$ cat config.mk
export PLATFORM = sky130hd
export DESIGN_NAME = pdm_modulator
export DESIGN_NICKNAME = d
export VERILOG_FILES = /design/src/rtl/pdm_pkg.sv /design/src/rtl/pdm_sd2_core.sv /design/src/rtl/pdm_modulator.sv
export SDC_FILE = /design/constraint.sdc
export NUM_CORES = 1
export LEC_CHECK = 0
export CORE_UTILIZATION = 52
export CTS_BUF_LIST = sky130_fd_sc_hd__clkbuf_4
export DETAILED_ROUTE_END_ITERATION = 8
export PLACE_DENSITY = 0.67
export SYNTH_ARGS = -nofsm -noshare
export SYNTH_HDL_FRONTEND = slang
export SYNTH_SLANG_ARGS = --single-unit
$ cat constraint.sdc
create_clock -name clk -period 28.6 [get_ports clk]
set_input_delay 5.72 -clock clk [delete_from_list [all_inputs] [get_ports clk]]
set_output_delay 5.72 -clock clk [all_outputs]
set_load 0.005 [all_outputs]
$ cat src/rtl/pdm_pkg.sv
// Shared constants and width helpers for the PDM modulator and its delta-sigma core.
package pdm_pkg;

    localparam int DATA_W = 16;
    localparam int OSR    = 64;
    localparam int ACC_W  = DATA_W + 4;
    localparam int FS     = 2 ** (DATA_W - 1);
    localparam int CLAMP  = (3 * FS) / 4;

    function automatic int acc_w_for(input int dw);
        return dw + 4;
    endfunction

    // 0.75 of full scale keeps the second-order loop well inside its stable input range
    function automatic int clamp_for(input int dw);
        return (3 * (1 << (dw - 1))) / 4;
    endfunction

endpackage

$ cat src/rtl/pdm_sd2_core.sv
// Second-order delta-sigma loop: two saturating integrators and a sign quantizer.
module pdm_sd2_core
    import pdm_pkg::*;
#(
    parameter int DATA_W = pdm_pkg::DATA_W,
    parameter int ACC_W  = pdm_pkg::ACC_W
) (
    input  logic                     clk,
    input  logic                     rst_n,
    input  logic                     tick,
    input  logic signed [DATA_W-1:0] x,
    output logic                     pdm_bit
);

    localparam int EXT_W = ACC_W + 2;
    localparam logic signed [EXT_W-1:0] FS_E  = {{(EXT_W-DATA_W){1'b0}}, 1'b1, {(DATA_W-1){1'b0}}};
    localparam logic signed [EXT_W-1:0] MAX_E = {3'b000, {(ACC_W-1){1'b1}}};
    localparam logic signed [EXT_W-1:0] MIN_E = {3'b111, {(ACC_W-1){1'b0}}};

    logic signed [ACC_W-1:0] i1, i2, i1_next, i2_next;
    logic signed [EXT_W-1:0] fb, x_ext, i1_ext, i2_ext, i1n_ext;

    function automatic logic signed [ACC_W-1:0] sat(input logic signed [EXT_W-1:0] v);
        if (v > MAX_E)
            return MAX_E[ACC_W-1:0];
        else if (v < MIN_E)
            return MIN_E[ACC_W-1:0];
        else
            return v[ACC_W-1:0];
    endfunction

    always_comb begin
        fb      = pdm_bit ? FS_E : -FS_E;
        x_ext   = {{(EXT_W-DATA_W){x[DATA_W-1]}}, x};
        i1_ext  = {{2{i1[ACC_W-1]}}, i1};
        i2_ext  = {{2{i2[ACC_W-1]}}, i2};
        i1_next = sat(i1_ext + x_ext - fb);
        // second stage integrates the freshly updated first stage
        i1n_ext = {{2{i1_next[ACC_W-1]}}, i1_next};
        i2_next = sat(i2_ext + i1n_ext - fb);
    end

    always_ff @(posedge clk or negedge rst_n) begin
        if (!rst_n) begin
            i1      <= '0;
            i2      <= '0;
            pdm_bit <= 1'b0;
        end else if (tick) begin
            i1      <= i1_next;
            i2      <= i2_next;
            pdm_bit <= !i2_next[ACC_W-1];
        end
    end

endmodule

$ cat src/rtl/pdm_modulator.sv
// PCM-to-PDM modulator: single-slot sample buffer, bit-rate divider, frame counter
// and a second-order delta-sigma core fed with the clamped active sample.
module pdm_modulator
    import pdm_pkg::*;
#(
    parameter int DATA_W  = pdm_pkg::DATA_W,
    parameter int OSR     = pdm_pkg::OSR,
    parameter int CLK_DIV = 1
) (
    input  logic              clk,
    input  logic              rst_n,
    input  logic              en,
    input  logic [DATA_W-1:0] s_data,
    input  logic              s_valid,
    output logic              s_ready,
    output logic              pdm_out,
    output logic              pdm_tick,
    output logic              frame_start,
    output logic              underrun,
    input  logic              underrun_clr
);

    localparam int ACC_BITS = acc_w_for(DATA_W);
    localparam int CNT_W    = $clog2(OSR);
    localparam int DIV_W    = (CLK_DIV > 1) ? $clog2(CLK_DIV) : 1;
    localparam logic signed [DATA_W-1:0] CLAMP_P = DATA_W'(clamp_for(DATA_W));

    logic signed [DATA_W-1:0] pend_data, act_data, x_sel, x_clamped;
    logic                     pend_full;
    logic [CNT_W-1:0]         bit_cnt;
    logic [DIV_W-1:0]         div_cnt;
    logic                     tick, boundary, accept;

    assign tick     = en && (div_cnt == '0);
    assign boundary = tick && (bit_cnt == '0);
    assign s_ready  = !pend_full;
    assign accept   = s_valid && s_ready;

    // the boundary tick already modulates the sample being promoted this cycle
    always_comb begin
        x_sel = (boundary && pend_full) ? pend_data : act_data;
        if (x_sel > CLAMP_P)
            x_clamped = CLAMP_P;
        else if (x_sel < -CLAMP_P)
            x_clamped = -CLAMP_P;
        else
            x_clamped = x_sel;
    end

    always_ff @(posedge clk or negedge rst_n) begin
        if (!rst_n) begin
            div_cnt     <= '0;
            bit_cnt     <= '0;
            pend_data   <= '0;
            pend_full   <= 1'b0;
            act_data    <= '0;
            underrun    <= 1'b0;
            pdm_tick    <= 1'b0;
            frame_start <= 1'b0;
        end else begin
            if (en)
                div_cnt <= (div_cnt == '0) ? DIV_W'(CLK_DIV - 1) : div_cnt - 1'b1;
            if (tick)
                bit_cnt <= (bit_cnt == CNT_W'(OSR - 1)) ? '0 : bit_cnt + 1'b1;
            if (boundary && pend_full)
                act_data <= pend_data;
            if (accept) begin
                pend_data <= s_data;
                pend_full <= 1'b1;
            end else if (boundary) begin
                pend_full <= 1'b0;
            end
            // a fresh underrun wins over a simultaneous clear
            if (boundary && !pend_full)
                underrun <= 1'b1;
            else if (underrun_clr)
                underrun <= 1'b0;
            pdm_tick    <= tick;
            frame_start <= boundary;
        end
    end

    pdm_sd2_core #(
        .DATA_W (DATA_W),
        .ACC_W  (ACC_BITS)
    ) u_core (
        .clk     (clk),
        .rst_n   (rst_n),
        .tick    (tick),
        .x       (x_clamped),
        .pdm_bit (pdm_out)
    );

endmodule

==> metrics.txt, run 1 <==
io pins 26; RR Endpoint u_core.i2[9]; RSZ-0062 raised after global routing no; crit path time final 17.74 ns; FF+latch count, synth 83; Die Y 111 um; crit path max-delay cell type a21oi_1; Slew HR 18.8%; Setup TNS 0 ns; Cells after Synth 662; vias in the first global route 4829; DR pass1 iterations 5; Worst Setup SP en; pin count of the biggest net entering global routing 84; Finished Layout Cells 830; Syn Nets 739; Synth cell types 63; hold_buf cts 0; Slew Limit Fails 0; Commonest cells post-synth dfrtp_1, nand2_1, ha_1; CTS buffer count 9; depth of the most critical reg-to-reg path 42; top post-synthesis cells by area dfrtp_1, ha_1, mux2_2; Arr. time, crit path 18.02 ns; CP required 28.88 ns; stages on the worst setup path 43; Root Driver clkbuf_4; drt drc 0; async set-reset flop share out of synthesis 100%; Post-synth EDFFs 0; Setup crit end u_core.i2[9]; H-tree Lvls 3; clock transition at the registers of the reported paths 0.12 ns; skew final 0.0149 ns; Worst Path Buf+Inv 3; Post-DRT Antenna Nets 0; total grt overflow 0; Max clock buf depth 2; n_diodes 0; fillers 1035; most frequent cell after synthesis dfrtp_1; first-pass GRT wire length 23.5 mm; Starting Density 53.5%; HPWL after DPL 10.4 mm; initial DRC count 349; share of cells above drive strength 1 10.2%; Setup CP Type input pin to flop; Sink Count 83; nets 759; I/O Buffers 25; global placement routability congestion 0.857; reg2reg start bit_cnt[2]; Synth Warn # 0; average routed wire per standard cell 16.8 um; Std-Cell Rows 39; Worst setup SP type input pin; initial antenna violation count 0; area share of the largest cell type after synthesis 33.9%; via count 4989; Resized Gates After CTS 0; MaxCap Viol Count 0; worst slew pin tran 1.21 ns; DIE WIDTH 111 um; gr usage total 23.8%; final setup fails 0; period utilization 62.0%; critical path endpoint category flop; vias per cell 6.01; Synth Cell Area 0.00613 sq mm; HP Class flop to flop; run status finished, final reports clean; Final Hold Fails 0; CTS tree done; post-synth top area cell dfrtp_1; mean post-synth cell area 9.27 sq um; Worst-Skew Late Latency 0.46 ns; cell mode on critical path a21oi_1; R2R setup slack 16.13 ns; Crit path max-delay family compound AO/OA/AOI/OAI gates; Max FO, Critical Path 25; Max stage delay on crit path 0.91 ns; Core Region 0.0115 sq mm; Area Growth Syn to Fin 8.67%; Die ar. 0.0122 sq mm; register area share after synthesis 33.9%; ys flop type dfrtp_1; Post-CTS Setup Repair Bufs 0; placed cell count 814; final wirelength 13.9 mm; fmax 56.4 MHz
-- cells in the final DEF (no fill, tap or decap), types with 8 or more instances in the layout --
| cell | count |
|---|---|
| xnor2_1 | 20 |
| nor3_1 | 8 |
| clkdlybuf4s50_1 | 24 |
| a21o_1 | 20 |
| o311ai_0 | 15 |
| ha_1 | 52 |
| dfrtp_1 | 83 |
| clkbuf_4 | 10 |
| mux2_2 | 35 |
| inv_1 | 29 |
| nand3_1 | 11 |
| o21ai_0 | 43 |
| xor2_1 | 16 |
| nor4_1 | 13 |
| a221o_1 | 16 |
| and3_1 | 9 |
| nor2b_1 | 25 |
| nor2_1 | 43 |
| a21oi_1 | 43 |
| nand2_1 | 56 |
-- worst register-to-register path: cells and delay by family (launching register included) --
family	cells	cell delay, ns
flip-flops	1	0.45
buffers and inverters	1	0.23
adder cells (fa/ha/maj)	5	1.87
AND/OR/NAND/NOR	12	2.33
multiplexers	1	0.54
XOR/XNOR	1	0.14
AO/OA/AOI/OAI	22	6.73
-- through the flow --
stage	utilization [%]	setup slack, ns	instance area [sq um]	hold slack [ns]
4_1_cts	58.1	11.02	6670	0.515
6_report	58.1	10.86	6670	0.518
2_1_floorplan	-	13.34	6130	0.464
3_3_place_gp	56.7	10.89	6500	0.489
3_5_place_dp	56.7	10.54	6500	0.485
5_1_grt	58.1	9.71	6670	0.541
-- routing by layer --
layer | vias up | wire (um) | track usage (%)
li1 | 2496 | - | -
met1 | 2354 | 6590 | 32.4
met2 | 121 | 6400 | 37.6
met3 | 18 | 694 | 5.76
met4 | 0 | 223 | 6.93
met5 | - | 0 | 0
-- worst min-delay path by stage --
stage                   from       endpoint  cells after the start
2_1_floorplan  u_core.i2[19]  u_core.i2[19]                      2
4_1_cts        u_core.i2[19]  u_core.i2[19]                      2
3_5_place_dp   u_core.i2[19]  u_core.i2[19]                      2
6_report       u_core.i2[19]  u_core.i2[19]                      2
3_3_place_gp   u_core.i2[19]  u_core.i2[19]                      2
5_1_grt         act_data[14]   act_data[14]                      1
-- flip-flops by register name (all words and copies together), names as in the netlist --
name            flops
act_data           16
bit_cnt             6
frame_start         1
pdm_tick            1
pend_data          16
pend_full           1
u_core.i1          20
u_core.i2          20
u_core.pdm_bit      1
underrun            1
-- cell families after synthesis --
group | synth area share (%)
simple gates | 16.7
xor+xnor | 5.14
compound gates | 22.3
mux | 6.59
buf+inv | 3.53
fa+ha+maj | 11.9
flops | 33.9
-- layout make-up --
type,instances,area (sq um),area share (%)
multi-input combinational,527,3840,57.6
sequential,83,2080,31.2
timing repair buffer,31,293,4.39
clock inverter,6,88.8,1.33
inverter,30,113,1.69
clock buffer,10,75.1,1.13
tap,143,179,2.68
Power of run 1 is not shown: default switching activity piles up to over one toggle a cycle in this logic, so the estimate is an artifact.
==> run 2, diff against run 1 <==
clock period = 16.44 ns   (was 28.6 ns; I/O delays follow)
==> metrics.txt, run 2 (same netlist as run 1, synthesis figures left out) <==
Final Hold Fails 0; critical path endpoint category flop; pin count of the biggest net entering global routing 84; skew final 0.00990 ns; I/O Buffers 25; stages on the worst setup path 42; Worst setup SP type input pin; RR Endpoint u_core.i2[18]; commonest cells after routing, fill and taps aside dfrtp_1, nand2_1, ha_1; average routed wire per standard cell 17.1 um; Setup WS pre-CTS 1.13 ns; Post-CTS Setup Repair Bufs 0; final setup fails 0; Slew HR 14.4%; Die ar. 0.0122 sq mm; Setup crit end u_core.i2[18]; fmax 67.5 MHz; R2R setup slack 4.45 ns; Final Core Density 58.3%; Post-DRT Antenna Nets 0; initial DRC count 281; CTS tree done; Sequential Area 0.00208 sq mm; total grt overflow 0; H-tree Lvls 3; Area Growth Syn to Fin 8.99%; fillers 1033; Slew Limit Fails 0; reg2reg start bit_cnt[2]; crit path max-delay cell type mux2_2; Arr. time, crit path 15.11 ns; Resized Gates After CTS 0; DIE WIDTH 111 um; Regs by FF count u_core.i1: 20 flops, u_core.i2: 20 flops; Max clock buf depth 2; run status finished, final reports clean; Sink Count 83; Std-Cell Rows 39; DR pass1 iterations 4; io pins 26; vias per cell 6.08; placed cell count 814; area of the multi-input gates 0.00384 sq mm; Final WS setup 1.63 ns; Finished Layout Cells 830; Core Region 0.0115 sq mm; initial antenna violation count 0; Max FO, Critical Path 25; Root Driver clkbuf_4; global placement routability congestion 0.879; via count 5045; CTS buffer count 9; worst slew pin tran 1.28 ns; first-pass GRT wire length 24.3 mm; Max stage delay on crit path 0.53 ns; vias in the first global route 5023; crit path time final 14.81 ns; nets 759; gr usage total 24.8%; cell mode on critical path nor2b_1; HPWL after DPL 10.6 mm; Setup TNS 0 ns; MaxCap Viol Count 0; final wirelength 14.2 mm; commonest non-fill, non-tap cell in the layout dfrtp_1; drt drc 0; Setup CP Type input pin to flop; Worst Path Buf+Inv 3; depth of the most critical reg-to-reg path 41; RSZ-0062 raised after global routing no; Worst Setup SP en; n_diodes 0; hold_buf cts 0; Worst-Skew Late Latency 0.46 ns; Crit path max-delay family compound AO/OA/AOI/OAI gates; CP required 16.74 ns; worst hold path depth 1; share of cells above drive strength 1 10.2%; clock transition at the registers of the reported paths 0.13 ns; period utilization 90.1%; HP Class flop to flop; Starting Density 53.5%; Die Y 111 um
==> run 2: cell type report <==
class                   instances  area share (%)
repair buffers                 31            4.38
clock buffers                  11            1.24
inverters                      30            1.68
flip-flops and latches         83            31.1
multi-input cells             527            57.4
well taps                     143            2.68
clock inverters                 5            1.52
==> run 2: through the flow <==
step / area (sq um) / hold slack, ns
floorplan: 6130 / 0.464
finish: 6690 / 0.529
global placement: 6500 / 0.489
CTS: 6690 / 0.532
global route: 6690 / 0.553
detailed placement: 6500 / 0.502
==> run 2: worst reg2reg max path: cells and delay by family (launching register included) <==
kind | cells | cell delay, ns
fa+ha+maj | 5 | 1.89
flops | 1 | 0.45
mux | 1 | 0.54
xor+xnor | 1 | 0.14
simple gates | 14 | 3.34
buf+inv | 1 | 0.23
compound gates | 19 | 5.23
==> run 2: worst min-delay path by stage <==
stage,start,endpoint
after floorplan,u_core.i2[19],u_core.i2[19]
after global placement,bit_cnt[5],bit_cnt[5]
after detailed placement,act_data[14],act_data[14]
after CTS,act_data[14],act_data[14]
after global routing,underrun,underrun
final,act_data[14],act_data[14]
==> run 2: per-layer routing <==
| layer | routed length, um | GRT usage [%] | vias up |
|---|---|---|---|
| met5 | 0 | 0 | - |
| met4 | 403 | 9.78 | 0 |
| met3 | 670 | 5.93 | 26 |
| met2 | 6510 | 39.3 | 99 |
| met1 | 6640 | 32.6 | 2405 |
| li1 | - | - | 2515 |
Power of run 2 is left out for the same reason.
